===== src/rtl/bus_selftest_sequencer.sv =====
// bus_selftest_sequencer
//
// Scripted traffic generator for the device side of a bus master port.
// On a start pulse it writes NUM_WORDS pattern bytes across an address
// window, reads them back, and compares each byte. It reports pass/fail,
// a saturating mismatch count and a timeout flag.
//
// Ports:
//   clk, rstn    - clock, synchronous active-low reset
//   start        - one-cycle pulse, begins a run (only honoured in IDLE)
//   d_valid/d_ready/d_mode/d_addr/d_wdata/d_rdata - request interface
//   busy         - run in progress
//   done         - run finished, held until next start or reset
//   pass         - valid with done: no mismatches and no timeout
//   err_count    - read mismatches, saturates at 255
//   timeout_err  - a request took TIMEOUT cycles without completing
//
// Handshake: a request is accepted on a cycle where d_valid and d_ready are
// both high; d_addr/d_mode/d_wdata hold steady from d_valid rising until
// that accept. After the accept d_valid drops, and the request completes
// once d_ready has been seen low and then high again. Read data is sampled
// in the cycle d_ready returns high.
module bus_selftest_sequencer #(
  parameter int                    ADDR_WIDTH  = 16,
  parameter int                    DATA_WIDTH  = 8,
  parameter logic [ADDR_WIDTH-1:0] BASE_ADDR   = 16'h0000,
  parameter int                    ADDR_STRIDE = 1,
  parameter int                    NUM_WORDS   = 16,
  parameter logic [DATA_WIDTH-1:0] SEED        = 8'hA5,
  parameter int                    TIMEOUT     = 65535
) (
  input  logic                  clk,
  input  logic                  rstn,
  input  logic                  start,
  output logic [DATA_WIDTH-1:0] d_wdata,
  input  logic [DATA_WIDTH-1:0] d_rdata,
  output logic [ADDR_WIDTH-1:0] d_addr,
  output logic                  d_valid,
  input  logic                  d_ready,
  output logic                  d_mode,
  output logic                  busy,
  output logic                  done,
  output logic                  pass,
  output logic [7:0]            err_count,
  output logic                  timeout_err
);

  localparam logic [2:0] S_IDLE    = 3'd0;
  localparam logic [2:0] S_WR_REQ  = 3'd1;
  localparam logic [2:0] S_WR_WAIT = 3'd2;
  localparam logic [2:0] S_RD_REQ  = 3'd3;
  localparam logic [2:0] S_RD_WAIT = 3'd4;
  localparam logic [2:0] S_FINISH  = 3'd5;

  localparam logic [7:0]    LAST_IDX = 8'(NUM_WORDS - 1);
  localparam int            TW       = (TIMEOUT > 1) ? $clog2(TIMEOUT) : 1;
  localparam logic [TW-1:0] T_LAST   = TW'(TIMEOUT - 1);

  logic [2:0]    state;
  logic [7:0]    index;
  logic [TW-1:0] timer;
  logic          seen_low;

  logic          completion;
  logic          is_last;
  logic          rd_bad;
  logic [7:0]    next_idx;

  // Address wraps silently at ADDR_WIDTH; pattern wraps at DATA_WIDTH.
  function automatic logic [ADDR_WIDTH-1:0] addr_of(input logic [7:0] i);
    return ADDR_WIDTH'(32'(BASE_ADDR) + 32'(i) * 32'(ADDR_STRIDE));
  endfunction

  function automatic logic [DATA_WIDTH-1:0] pattern_of(input logic [7:0] i);
    return DATA_WIDTH'(32'(SEED) + 32'(i));
  endfunction

  assign completion = seen_low && d_ready;
  assign is_last    = (index == LAST_IDX);
  assign next_idx   = index + 8'd1;
  assign rd_bad     = (d_rdata != pattern_of(index));

  always_ff @(posedge clk) begin
    if (!rstn) begin
      state       <= S_IDLE;
      index       <= '0;
      timer       <= '0;
      seen_low    <= 1'b0;
      d_valid     <= 1'b0;
      d_mode      <= 1'b0;
      d_addr      <= '0;
      d_wdata     <= '0;
      busy        <= 1'b0;
      done        <= 1'b0;
      pass        <= 1'b0;
      err_count   <= '0;
      timeout_err <= 1'b0;
    end else begin
      case (state)
        S_IDLE: begin
          if (start) begin
            done        <= 1'b0;
            pass        <= 1'b0;
            err_count   <= '0;
            timeout_err <= 1'b0;
            index       <= '0;
            busy        <= 1'b1;
            timer       <= '0;
            d_valid     <= 1'b1;
            d_mode      <= 1'b1;
            d_addr      <= addr_of(8'd0);
            d_wdata     <= pattern_of(8'd0);
            state       <= S_WR_REQ;
          end
        end

        // d_valid is high for the whole REQ state, so d_ready alone is the accept.
        S_WR_REQ, S_RD_REQ: begin
          if (d_ready) begin
            d_valid  <= 1'b0;
            seen_low <= 1'b0;
            // Saturate so a late accept still times out on the first WAIT cycle.
            if (timer != T_LAST) timer <= timer + TW'(1);
            state <= (state == S_WR_REQ) ? S_WR_WAIT : S_RD_WAIT;
          end else if (timer == T_LAST) begin
            timeout_err <= 1'b1;
            d_valid     <= 1'b0;
            state       <= S_FINISH;
          end else begin
            timer <= timer + TW'(1);
          end
        end

        S_WR_WAIT, S_RD_WAIT: begin
          if (!d_ready) seen_low <= 1'b1;
          if (completion) begin
            timer <= '0;
            if (state == S_RD_WAIT && rd_bad && err_count != 8'hFF)
              err_count <= err_count + 8'd1;
            if (!is_last) begin
              index   <= next_idx;
              d_valid <= 1'b1;
              d_addr  <= addr_of(next_idx);
              d_wdata <= (state == S_WR_WAIT) ? pattern_of(next_idx) : '0;
              state   <= (state == S_WR_WAIT) ? S_WR_REQ : S_RD_REQ;
            end else if (state == S_WR_WAIT) begin
              index   <= '0;
              d_valid <= 1'b1;
              d_mode  <= 1'b0;
              d_addr  <= addr_of(8'd0);
              d_wdata <= '0;
              state   <= S_RD_REQ;
            end else begin
              index <= '0;
              state <= S_FINISH;
            end
          end else if (timer == T_LAST) begin
            timeout_err <= 1'b1;
            state       <= S_FINISH;
          end else begin
            timer <= timer + TW'(1);
          end
        end

        S_FINISH: begin
          busy  <= 1'b0;
          done  <= 1'b1;
          pass  <= (err_count == 8'd0) && !timeout_err;
          state <= S_IDLE;
        end

        default: state <= S_IDLE;
      endcase
    end
  end

endmodule


===== config.mk =====
export PLATFORM = sky130hd
export DESIGN_NAME = bus_selftest_sequencer
export DESIGN_NICKNAME = d
export VERILOG_FILES = /design/src/rtl/bus_selftest_sequencer.sv
export SDC_FILE = /design/constraint.sdc
export NUM_CORES = 1
export LEC_CHECK = 0
export CORE_UTILIZATION = 55
export CTS_CLUSTER_DIAMETER = 80
export DETAILED_ROUTE_END_ITERATION = 8
export MAX_ROUTING_LAYER = met4
export PLACE_DENSITY = 0.84
export SYNTH_ARGS = -nofsm -noshare
export SYNTH_HDL_FRONTEND = slang
export SYNTH_SLANG_ARGS = --single-unit

===== constraint.sdc =====
create_clock -name clk -period 3.3 [get_ports clk]
set_input_delay 0.66 -clock clk [delete_from_list [all_inputs] [get_ports clk]]
set_output_delay 0.66 -clock clk [all_outputs]
set_load 0.01 [all_outputs]

==> results.sh <==
export IMPL_path_clk_slew_ns=0.06
export IMPL_final_cell_mix="58 x dfxtp_1, 45 x nor2_1, 42 x nand2_1"
export IMPL_cp_start_kind="register"
export IMPL_fin_crit_ns=2.66
export IMPL_grt_antenna_before_repair=0
export IMPL_clk_latency_ns=0.35
export IMPL_numCtsBuffers=9
export IMPL_dieArea_mm2=0.00667
export IMPL_maxCapViolations=0
export IMPL_status="complete, no violations"
export IMPL_grt_pass1_wl_um=14400
export IMPL_cts_root_buf="clkbuf_8"
export IMPL_start_util_pct=57.9
export IMPL_row_count=28
export IMPL_area_delta_synth_final_pct=18.4
export IMPL_cellLeakagePower_nw=1.47
export IMPL_power_density_mw_per_mm2=394
export IMPL_finalCritPeriodShare_pct=80.6
export IMPL_post_cts_resized=0
export IMPL_wl_per_cell_um=15.1
export IMPL_gp_congestion=0.877
export IMPL_r2r_start="index[1]$_SDFFE_PN0P_"
export IMPL_synthFlopType="dfxtp_1"
export IMPL_arrival_ns=2.90
export IMPL_ys_ff_latch=58
export IMPL_grtUsageTotal_pct=28.8
export IMPL_core_mm2=0.00603
export IMPL_seq_area_frac_synth_pct=33.3
export IMPL_grt_max_degree=25
export IMPL_max_clock_freq_ghz=0.376
export IMPL_skew_ns=0.0121
export IMPL_setup_viol=0
export IMPL_drtPass1Iterations=6
export IMPL_finalWirelength_um=8710
export IMPL_relSlewSlack_pct=53.2
export IMPL_dp_hpwl_um=6070
export IMPL_post_route_cells_drive_above_1_share_pct=5.58
export IMPL_post_cts_buffers=0
export IMPL_via_count=3477
export IMPL_die_w_um=81.7
export IMPL_worst_slew_pin_slew_ns=0.697
export IMPL_r2r_end="d_addr[0]$_SDFFE_PN0P_"
export IMPL_min_from="d_addr[6]$_SDFFE_PN0P_"
export IMPL_irDropWorstVdd_v=0.000280
export IMPL_rsz0062_at_grt="no"
export IMPL_crit_path_end_kind="register"
export IMPL_io_buffers=41
export IMPL_syn_area_mm2=0.00349
export IMPL_hold_depth=2
export IMPL_finalMaxSlewViolations=0
export IMPL_grt_overflow=0
export IMPL_grt_pass1_vias=3100
export IMPL_cts_hold_buf=0
export IMPL_reg2reg_depth=10
export IMPL_cts_sinks=58
export IMPL_r2r_setup_slack_ns=0.64
export IMPL_die_y_um=81.7
export IMPL_first_iter_violations=284
export IMPL_vias_per_cell=6.03
export IMPL_finalHoldViolCount=0
export IMPL_drc=0
export IMPL_diodes=0
export IMPL_h_tree_depth=3
export IMPL_ios=50
export IMPL_syn_area_per_cell_um2=7.57
export IMPL_synth_distinct_cells=56
export IMPL_cts_buffer_depth=2
export IMPL_synth_cells=461
export IMPL_hold_path_class="register to register"
export IMPL_synth_edff_count=0
export IMPL_tns_ns=0
export IMPL_route_antenna_remaining_nets=0
export IMPL_cts_tree="built"
export IMPL_final_common_cell="dfxtp_1"
export IMPL_crit_fanout=17
export IMPL_cp_required_ns=3.54
export IMPL_post_route_util_pct=68.6
export IMPL_crit_type="register to register"
export IMPL_layout_nets=516
export IMPL_yosys_warnings=0
export IMPL_hold_end="d_addr[6]$_SDFFE_PN0P_"
export IMPL_async_reset_ff_share_pct=0
[per-stage QoR]
stage	setup slack, ns	hold slack, ns	instance area (um2)	instances	total power, mW
3_3_place_gp	0.429	0.447	3940	561	0.966
6_report	0.640	0.464	4130	577	1.63
3_5_place_dp	0.358	0.455	3940	561	0.971
2_1_floorplan	0.844	0.438	3520	468	0.898
5_1_grt	0.419	0.498	4130	577	1.68
4_1_cts	0.635	0.467	4130	577	1.63
[Yosys cell counts (all sizes together) (3+ instances only)]
cell    instances  area share [%]
a311oi          3            0.75
a22oi           6             1.3
nand2          42             4.5
o21a            3            0.65
nor3b           4            0.86
clkbuf         22             2.4
buf            12             2.4
nor3           17             2.4
and3            8             1.4
a31oi          11             2.0
dfxtp          58              33
o21ai          36             5.2
inv            11             1.2
or2             3            0.54
and2           12             2.2
a21boi          7             1.5
a21oi          30             4.4
nor2           45             4.8
nand3          24             3.4
nand2b         10             1.8
o211ai          4            0.86
o22ai           5            0.90
nand4           4            0.72
or3             7             1.3
ha              7             2.5
xor2           11             2.8
xnor2          11             2.8
nor2b          17             3.0
[logic make-up after synthesis]
family	Yosys count	synth area share, %
AND/OR/NAND/NOR	200	28.6
buffers and inverters	45	5.99
other	1	0.107
flip-flops	58	33.3
AO/OA/AOI/OAI	124	22.8
multiplexers	3	0.896
adder cells (fa/ha/maj)	8	2.80
XOR/XNOR	22	5.52
[where the power goes]
| part | leakage (nW) | switching, mW | internal [mW] |
|---|---|---|---|
| Sequential | 0.470 | 0.0168 | 0.715 |
| Combinational | 0.897 | 0.137 | 0.0936 |
| Clock | 0.101 | 0.277 | 0.390 |
| Total | 1.47 | 0.430 | 1.20 |
[registers in the layout, summed over array words and instances, names as in the netlist, 3 cells and up]
name and cells:
d_wdata 8, err_count 8, timer 16, index 8, state 3, d_addr 8
[layer usage]
metal  vias up  share of wire [%]  wire length (um)  track usage (%)
li1       1693                  -                 -                -
met1      1603                 46              3980             37.1
met4         0                2.0               178             12.1
met5         -                  0                 0                -
met2       158                 45              3910             43.2
met3        23                7.3               639             6.78
[worst max-delay path, stage by stage, from the launching register on]
cell	delay, ns
dfxtp_1	0.47
ha_1	0.22
nand3_1	0.19
or3_1	0.44
inv_2	0.08
ha_1	0.25
a21o_1	0.46
buf_4	0.21
nor3_1	0.05
a21oi_1	0.13
nor2b_1	0.05
[cell type report]
cell class	count	area, um2
clock buffer	14	163
clock inverter	2	35.0
fill	514	1890
inverter	11	41.3
multi-input combinational	365	2150
sequential	58	1160
tap	75	93.8
timing repair buffer	52	493
[worst max-delay path by stage]
stage / startpoint / end / slack [ns] / cells after the start
2_1_floorplan: index[1]$_SDFFE_PN0P_ / d_wdata[2]$_SDFFE_PN0P_ / 0.84 / 11
3_3_place_gp: d_rdata[5] / err_count[2]$_SDFFE_PN0P_ / 0.43 / 7
3_5_place_dp: d_rdata[5] / err_count[2]$_SDFFE_PN0P_ / 0.36 / 7
4_1_cts: index[1]$_SDFFE_PN0P_ / d_addr[0]$_SDFFE_PN0P_ / 0.64 / 10
5_1_grt: index[1]$_SDFFE_PN0P_ / d_wdata[0]$_SDFFE_PN0P_ / 0.42 / 9
6_report: index[1]$_SDFFE_PN0P_ / d_addr[0]$_SDFFE_PN0P_ / 0.64 / 10
Note: power is estimated with default switching activity, not from simulation.
